File: src/rtl/param_shift_stream.sv
// -----------------------------------------------------------------------------
// param_shift_stream
//
// Parallel-load row shift register that streams its row out one element per
// accepted beat over a valid/ready handshake. The row can be recirculated for
// a programmable number of passes. On the final pass the tail is back-filled
// from SHIFT_IN so that several instances can be chained head-to-tail.
//
// Ports:
//   CLK, RST_N            clock (rising edge), asynchronous active-low reset
//   FLUSH                 synchronous abort back to IDLE (entries are kept)
//   LOAD_VALID/READY      load handshake for DATA_IN/PASSES
//   DATA_IN               row; element i at [DATA_W*i +: DATA_W], element 0 first out
//   PASSES                number of passes (0 is treated as 1)
//   SHIFT_IN              tail fill value used during the final pass
//   OUT_VALID/READY       output handshake
//   SHIFT_OUT             head element (entry DEPTH-1), combinational
//   OUT_LAST              current beat is the last element of a pass
//   DONE                  one-cycle pulse after the final beat is accepted
//   PASS_IDX              current pass index (0-based)
// -----------------------------------------------------------------------------
module param_shift_stream #(
    parameter int DATA_W = 64,
    parameter int DEPTH  = 8,
    parameter int PASS_W = 4
) (
    input  logic                    CLK,
    input  logic                    RST_N,
    input  logic                    FLUSH,
    input  logic                    LOAD_VALID,
    output logic                    LOAD_READY,
    input  logic [DATA_W*DEPTH-1:0] DATA_IN,
    input  logic [PASS_W-1:0]       PASSES,
    input  logic [DATA_W-1:0]       SHIFT_IN,
    output logic                    OUT_VALID,
    input  logic                    OUT_READY,
    output logic [DATA_W-1:0]       SHIFT_OUT,
    output logic                    OUT_LAST,
    output logic                    DONE,
    output logic [PASS_W-1:0]       PASS_IDX
);

    localparam int CNT_W = $clog2(DEPTH);

    typedef enum logic [0:0] {
        IDLE   = 1'b0,
        STREAM = 1'b1
    } state_t;

    state_t                         state_q, state_d;
    logic [DEPTH-1:0][DATA_W-1:0]   entries_q, entries_d;
    logic [CNT_W-1:0]               elem_q, elem_d;
    logic [PASS_W-1:0]              pass_idx_q, pass_idx_d;
    logic [PASS_W-1:0]              passes_q, passes_d;
    logic                           done_q, done_d;

    logic                           last_elem;
    logic                           last_pass;

    assign last_elem = (elem_q == CNT_W'(DEPTH - 1));
    assign last_pass = (pass_idx_q == (passes_q - PASS_W'(1)));

    always_comb begin
        state_d    = state_q;
        entries_d  = entries_q;
        elem_d     = elem_q;
        pass_idx_d = pass_idx_q;
        passes_d   = passes_q;
        done_d     = 1'b0;

        if (FLUSH) begin
            // Abort wins over any beat or load in the same cycle; the row
            // contents are deliberately left untouched.
            state_d    = IDLE;
            elem_d     = '0;
            pass_idx_d = '0;
        end else begin
            case (state_q)
                IDLE: begin
                    if (LOAD_VALID) begin
                        // Reverse the element order so element 0 sits at the head.
                        for (int i = 0; i < DEPTH; i++) begin
                            entries_d[DEPTH-1-i] = DATA_IN[DATA_W*i +: DATA_W];
                        end
                        passes_d   = (PASSES == '0) ? PASS_W'(1) : PASSES;
                        elem_d     = '0;
                        pass_idx_d = '0;
                        state_d    = STREAM;
                    end
                end
                STREAM: begin
                    if (OUT_READY) begin
                        for (int k = 0; k < DEPTH - 1; k++) begin
                            entries_d[k+1] = entries_q[k];
                        end
                        // Recirculate the head until the final pass, then
                        // take the chained neighbour's data instead.
                        entries_d[0] = last_pass ? SHIFT_IN : entries_q[DEPTH-1];

                        if (last_elem) begin
                            elem_d = '0;
                            if (last_pass) begin
                                state_d    = IDLE;
                                done_d     = 1'b1;
                                pass_idx_d = '0;
                            end else begin
                                pass_idx_d = pass_idx_q + PASS_W'(1);
                            end
                        end else begin
                            elem_d = elem_q + CNT_W'(1);
                        end
                    end
                end
                default: state_d = IDLE;
            endcase
        end
    end

    always_ff @(posedge CLK or negedge RST_N) begin
        if (!RST_N) begin
            state_q    <= IDLE;
            entries_q  <= '0;
            elem_q     <= '0;
            pass_idx_q <= '0;
            passes_q   <= '0;
            done_q     <= 1'b0;
        end else begin
            state_q    <= state_d;
            entries_q  <= entries_d;
            elem_q     <= elem_d;
            pass_idx_q <= pass_idx_d;
            passes_q   <= passes_d;
            done_q     <= done_d;
        end
    end

    assign LOAD_READY = (state_q == IDLE);
    assign OUT_VALID  = (state_q == STREAM);
    assign OUT_LAST   = (state_q == STREAM) && last_elem;
    assign SHIFT_OUT  = entries_q[DEPTH-1];
    assign DONE       = done_q;
    assign PASS_IDX   = pass_idx_q;

endmodule
File: config.mk
export PLATFORM = sky130hd
export DESIGN_NAME = param_shift_stream
export DESIGN_NICKNAME = d
export VERILOG_FILES = /design/src/rtl/param_shift_stream.sv
export SDC_FILE = /design/constraint.sdc
export NUM_CORES = 1
export LEC_CHECK = 0
export CAP_MARGIN = 20
export CORE_UTILIZATION = 25
export DETAILED_ROUTE_END_ITERATION = 6
export GPL_TIMING_DRIVEN = 0
export HOLD_SLACK_MARGIN = 0.03
export PLACE_DENSITY_LB_ADDON = 0.1
export SKIP_CTS_REPAIR_TIMING = 1
export SLEW_MARGIN = 20
export SYNTH_ARGS = -nofsm -noshare
export SYNTH_HDL_FRONTEND = slang
export SYNTH_SLANG_ARGS = --single-unit
File: constraint.sdc
create_clock -name CLK -period 3.1 [get_ports CLK]
set_clock_uncertainty 0.05 [all_clocks]
set_input_delay 0.775 -clock CLK [delete_from_list [all_inputs] [get_ports CLK]]
set_output_delay 0.775 -clock CLK [all_outputs]
set_load 0.01 [all_outputs]
==> out/qor.csv, run 1 <==
metric,value,unit
Post-Synthesis Cells,2742,
clock slew at reported path FFs,0.06,ns
core area,107000,µm²
Total Wirelength,127000,µm
CP Capture Point,SHIFT_OUT[17],
GRT Util Overall,22.8,%
"Avg Cell Area, Syn",9.85,µm²
Area after DPL,35500,µm²
top-count cell post-synth,nand2_1,
R2R depth,8,
Root Driver,clkbuf_16,
Register Area,13100,µm²
vias in the first global route,24748,
WHS,0.426,ns
clock period minus worst slack,3.06,ns
worst vdd ir,0.334,mV
reg2reg end,SHIFT_OUT[17],
most area-hungry cell type in the Yosys netlist,dfrtp_1,
"FFs w/ async S/R, synth",100,%
total CTS buffers,68,
Crit path arrival time,3.54,ns
hold violation count in the final report,0,
FMAX,327,MHz
placed cells,4807,
initial antenna violation count,46,
Setup TNS,0,ns
CTS Sinks,525,
Finished Layout Cells,4936,
Post-Syn Area,27000,µm²
area growth from synthesis to layout,39.7,%
warnings from Yosys,0,
mux share of post-synthesis cell area,14.5,%
Lkg Pwr,16.2,nW
Die Y,331,µm
simple-gate share of the synthesized area,15.5,%
post-DP HPWL,98300,µm
layout cells sized above 1,10.7,%
routability-driven placement congestion ratio,0.808,
Final Cell Area,37700,µm²
Post-synth EDFFs,0,
DRT iter0 DRCs,1135,
complex-gate fraction of the synthesized area,14.2,%
worst-path fanout max,10,
Initial Util,25.2,%
total gr overflow,0,
status,finished clean,
end-of-flow core utilization,35.3,%
Final Cycle Share,98.7,%
syn_nets,3331,
CTS tree,built,
I/O Buffers,655,
DR vias,23879,
worst hold path type,reg -> reg,
fillcell total,11068,
RSZ-0062 raised after global routing,no,
Reg2Reg Setup Slack,0.51,ns
total I/O pin count,657,
DIE AREA,109000,µm²
max-cap violations,0,
crit path launch,LOAD_VALID,
largest buffer count on any clock path,3,
# setup viols final,0,
"Top FF cell, synth",dfrtp_1,
first-pass GRT wire length,179000,µm
"Clk Latency, worst-skew pair",0.63,ns
worst slack at placement,-0.629,ns
Synth top area share,48.6,%
XOR/XNOR share of the synthesized area,0.412,%
Power Density,619,nW/µm²
Worst Tran Pin Value,0.924,ns
final max-slew violation count,0,
post-synthesis sequential area ratio,48.6,%
WS Path Type,in -> reg,
H-tree levels,3,
worst setup margin,0.0413,ns
Final ANT Viol Nets,0,
Worst EP required,3.59,ns
row count,120,
Yosys reg bits,525,
Crit. End Element,flip-flop,
max_slew headroom,38.4,%
"top cells by area, synth","dfrtp_1 49%, mux2i_1 14%, nand2_1 9.0%",
DR pass1 iterations,6,
Chip Width,331,µm
RR Startpoint,OUT_VALID,
total power,23.4,mW
post-synth cell types,40,
Commonest cells post-synth,"645 x nand2_1, 525 x dfrtp_1, 386 x mux2i_1",
via/cell ratio,4.84,
Worst setup SP type,input port,
largest net degree at the start of global routing,88,
final net count,4066,
DR WL/cell,25.8,µm
Residual DRC,0,
largest family of logic cells by synthesized area,simple AND/OR/NAND/NOR gates,
area occupied by multi-input gates,12100,µm²
Synth Area in Adders,0.185,%
## layout by cell type, fill, tap and decap left out, types with 62 or more instances in the layout
cell type        count
buf_4               69
mux2i_1            386
nand3_1             69
a31oi_1             64
o21ai_0            213
nand2_1            645
o21ai_1            176
nand4_1             64
a21boi_0            64
a221oi_2            62
clkbuf_16           71
clkdlybuf4s50_1    652
clkbuf_1           108
buf_2               87
nor4bb_1            64
nor2_1              75
dfrtp_1            525
## cell type report
cell class | count | area share [%]
Sequential cell | 525 | 34.8
Clock inverter | 16 | 0.434
Buffer | 292 | 4.72
Antenna cell | 13 | 0.0862
Inverter | 4 | 0.0497
Timing Repair Buffer | 665 | 18.0
Multi-Input combinational cell | 1921 | 32.1
Clock buffer | 97 | 5.20
Tap cell | 1403 | 4.65
## state kept, by name, indices dropped and copies added (netlist names)
register / cells
DONE: 1
OUT_VALID: 1
PASS_IDX: 4
SHIFT_OUT: 64
elem_q: 3
entries_q: 448
passes_q: 4
## worst min-delay path by stage
stage                              start        endpoint  slack (ns)  depth (start not counted)
after floorplan           entries_q[192]  entries_q[192]        0.40                          2
after global placement    entries_q[312]  entries_q[312]        0.41                          2
after detailed placement  entries_q[208]  entries_q[208]        0.42                          2
after CTS                          RST_N  entries_q[298]       -0.09                          1
after global routing      entries_q[376]  entries_q[376]        0.44                          2
final                     entries_q[215]  entries_q[215]        0.43                          2
## cell families (layout without fill, tap and decap cells)
kind of cell / after synthesis / after routing
AO/OA/AOI/OAI: 590 / 590
XOR/XNOR: 6 / 6
adder cells (fa/ha/maj): 4 / 4
buffers and inverters: 296 / 1074
flip-flops: 525 / 525
multiplexers: 390 / 390
other: 0 / 13
AND/OR/NAND/NOR: 931 / 931
## metal layers
layer  wire length, µm  vias up  track usage, %
met2             62800      643            38.5
met1             54500    11904            29.4
met4              2720       52            6.05
met3              7140      182            4.85
li1                  -    11098               -
met5               310        -               0
## worst max-delay path: stages
cell and delay [ns]:
clkdlybuf4s50_1 0.73, mux2_4 0.43, nand2b_2 0.09, buf_6 0.28, buf_2 0.61, buf_2 0.41
nand2_1 0.08, o21ai_0 0.08
## power breakdown
group,internal [mW],leakage [nW],switching [mW]
Clock,4.63,1.05,3.26
Combinational,2.87,8.76,3.15
Sequential,8.40,6.44,1.05
Power figures use the tool's default switching activity.
==> run 2: changes to the inputs <==
--- a/config.mk
+++ b/config.mk
@@ -11,6 +11,7 @@
 export GPL_TIMING_DRIVEN = 0
 export HOLD_SLACK_MARGIN = 0.03
 export PLACE_DENSITY_LB_ADDON = 0.1
+export RECOVER_POWER = 100
 export SKIP_CTS_REPAIR_TIMING = 1
 export SLEW_MARGIN = 20
 export SYNTH_ARGS = -nofsm -noshare
==> constraint.sdc (replaced) <==
create_clock -name CLK -period 3.1 [get_ports CLK]
set_clock_uncertainty 0.05 [all_clocks]
set_input_delay 0.62 -clock CLK [delete_from_list [all_inputs] [get_ports CLK]]
set_output_delay 0.62 -clock CLK [all_outputs]
set_load 0.01 [all_outputs]
==> run 2 against run 1 <==
  * Fmax is 2.4% higher
  * Largest cell class unchanged
  * First-iteration DRC count is 15% higher
  * Hold slack worse by 0.088 ns
  * Design area is 0.20% lower
==> out/qor.csv, run 2 (synthesized netlist as in run 1, its figures left out) <==
metric,value,unit,change
fillcell total,11082,,+0.13%
Power Density,616,nW/µm²,-0.47%
CTS tree,built,,
DRT iter0 DRCs,1305,,+15%
most frequent cells in the layout,"645 x nand2_1, 580 x clkdlybuf4s50_1, 525 x dfrtp_1",,
Initial Util,25.2,%,unchanged
Total Wirelength,127000,µm,-0.13%
row count,120,,unchanged
Final ANT Viol Nets,0,,unchanged
Crit path arrival time,3.47,ns,-0.07 ns
hold violation count in the final report,0,,unchanged
max-cap violations,0,,unchanged
DIE AREA,109000,µm²,unchanged
Residual DRC,0,,unchanged
initial antenna violation count,46,,unchanged
total I/O pin count,657,,unchanged
"leading cell type in the layout, fill and taps excluded",nand2_1,,
"Clk Latency, worst-skew pair",0.63,ns,about the same
Root Driver,clkbuf_16,,
worst slack at placement,-0.474,ns,+0.155 ns
clock slew at reported path FFs,0.06,ns,about the same
vias in the first global route,24748,,unchanged
WS Path Type,in -> reg,,
largest buffer count on any clock path,3,,unchanged
core area,107000,µm²,unchanged
area growth from synthesis to layout,39.4,%,
Die Y,331,µm,unchanged
Worst Tran Pin Value,1.33,ns,+0.401 ns
routed wl met2,62600,µm,-0.32%
Lkg Pwr,16.3,nW,+0.54%
H-tree levels,3,,unchanged
total CTS buffers,68,,unchanged
I/O Buffers,655,,unchanged
worst-path fanout max,11,,+1
CTS Sinks,525,,unchanged
via/cell ratio,4.82,,-0.43%
worst vdd ir,0.323,mV,-3.3%
Worst setup SP type,input port,,
Top Metal Used,met5,,
largest net degree at the start of global routing,88,,unchanged
final net count,4066,,unchanged
worst setup margin,0.112,ns,+0.0711 ns
final max-slew violation count,0,,unchanged
first-pass GRT wire length,179000,µm,unchanged
DR pass1 iterations,6,,unchanged
number of flip-flops in the largest register,448,,unchanged
met3 WL post-DR,7510,µm,+5.2%
DR vias,23781,,-0.41%
Crit. End Element,flip-flop,,
DR WL/cell,25.8,µm,-0.15%
FMAX,335,MHz,+2.4%
WL met1,54100,µm,-0.66%
Worst EP required,3.59,ns,about the same
layout cells sized above 1,10.6,%,-0.11 points
post-DP HPWL,98300,µm,unchanged
worst hold path type,in -> reg,,
WHS,0.337,ns,-0.0881 ns
max_slew headroom,11.7,%,-27 points
# setup viols final,0,,unchanged
clock period minus worst slack,2.99,ns,-0.0711 ns
RSZ-0062 raised after global routing,no,,
Final Cycle Share,96.4,%,-2.3 points
status,finished clean,,
GRT Util Overall,22.8,%,unchanged
routability-driven placement congestion ratio,0.808,,unchanged
Reg with most FFs,entries_q,,
Chip Width,331,µm,unchanged
total gr overflow,0,,unchanged
-- run 2: changes by cell type in the layout (fill, tap and decap cells not counted), sizes merged --
cell           delta
clkdlybuf4s50    -72
clkbuf           +22
diode             +1
buf              -22
dlygate4sd3      +72
-- run 2: area by class of cell --
cell class | instances | area, µm² | area share (%)
multi-input cells | 1921 | 12100 | 32.1
clock inverters | 16 | 164 | 0.435
well taps | 1403 | 1760 | 4.66
diodes | 14 | 35.0 | 0.0930
repair buffers | 665 | 6720 | 17.8
clock buffers | 97 | 1960 | 5.21
inverters | 4 | 18.8 | 0.0498
flip-flops and latches | 525 | 13100 | 34.9
plain buffers | 292 | 1770 | 4.70
-- run 2: path summary, 6_finish.rpt --
check                                     from             end  slack [ns]  cells after the start
max in group asynchronous                RST_N  entries_q[138]        0.36                      5
worst min-delay path                 OUT_READY            DONE        0.34                      2
min in group asynchronous                RST_N  entries_q[297]        0.40                      2
worst max-delay path                LOAD_VALID   SHIFT_OUT[17]        0.11                      8
worst min register to register  entries_q[219]  entries_q[219]        0.42                      2
worst max register to register       OUT_VALID   SHIFT_OUT[17]        0.38                      8
-- run 2: per-layer routing --
metal	track usage (%)	up-vias
li1	-	11099
met1	29.4	11790
met2	38.5	656
met3	4.85	184
met4	6.05	52
met5	0	-
-- run 2: worst max-delay path, cell delays in order --
cell	delay (ns)
dlygate4sd3_1	0.74
mux2_1	0.41
nand2b_2	0.11
buf_6	0.28
clkbuf_2	0.68
buf_2	0.41
nand2_1	0.08
o21ai_0	0.08
-- run 2: report_power, final --
group	internal (mW)	switching, mW	total (mW)
sequential	8.40	1.05	9.45
combinational	2.76	3.10	5.86
clock	4.63	3.26	7.89
-- run 2: metrics by stage --
stage	power, mW	utilization [%]	cells	area [µm²]	TNS [ns]
floorplan	12.7	-	2742	27000	0
global placement	15.6	33.0	4800	35300	-
detailed placement	15.7	33.2	4807	35500	-145.81
CTS	23.7	35.2	4920	37700	-1.39
global route	24.5	35.2	4935	37700	0
finish	23.2	35.2	4937	37700	0
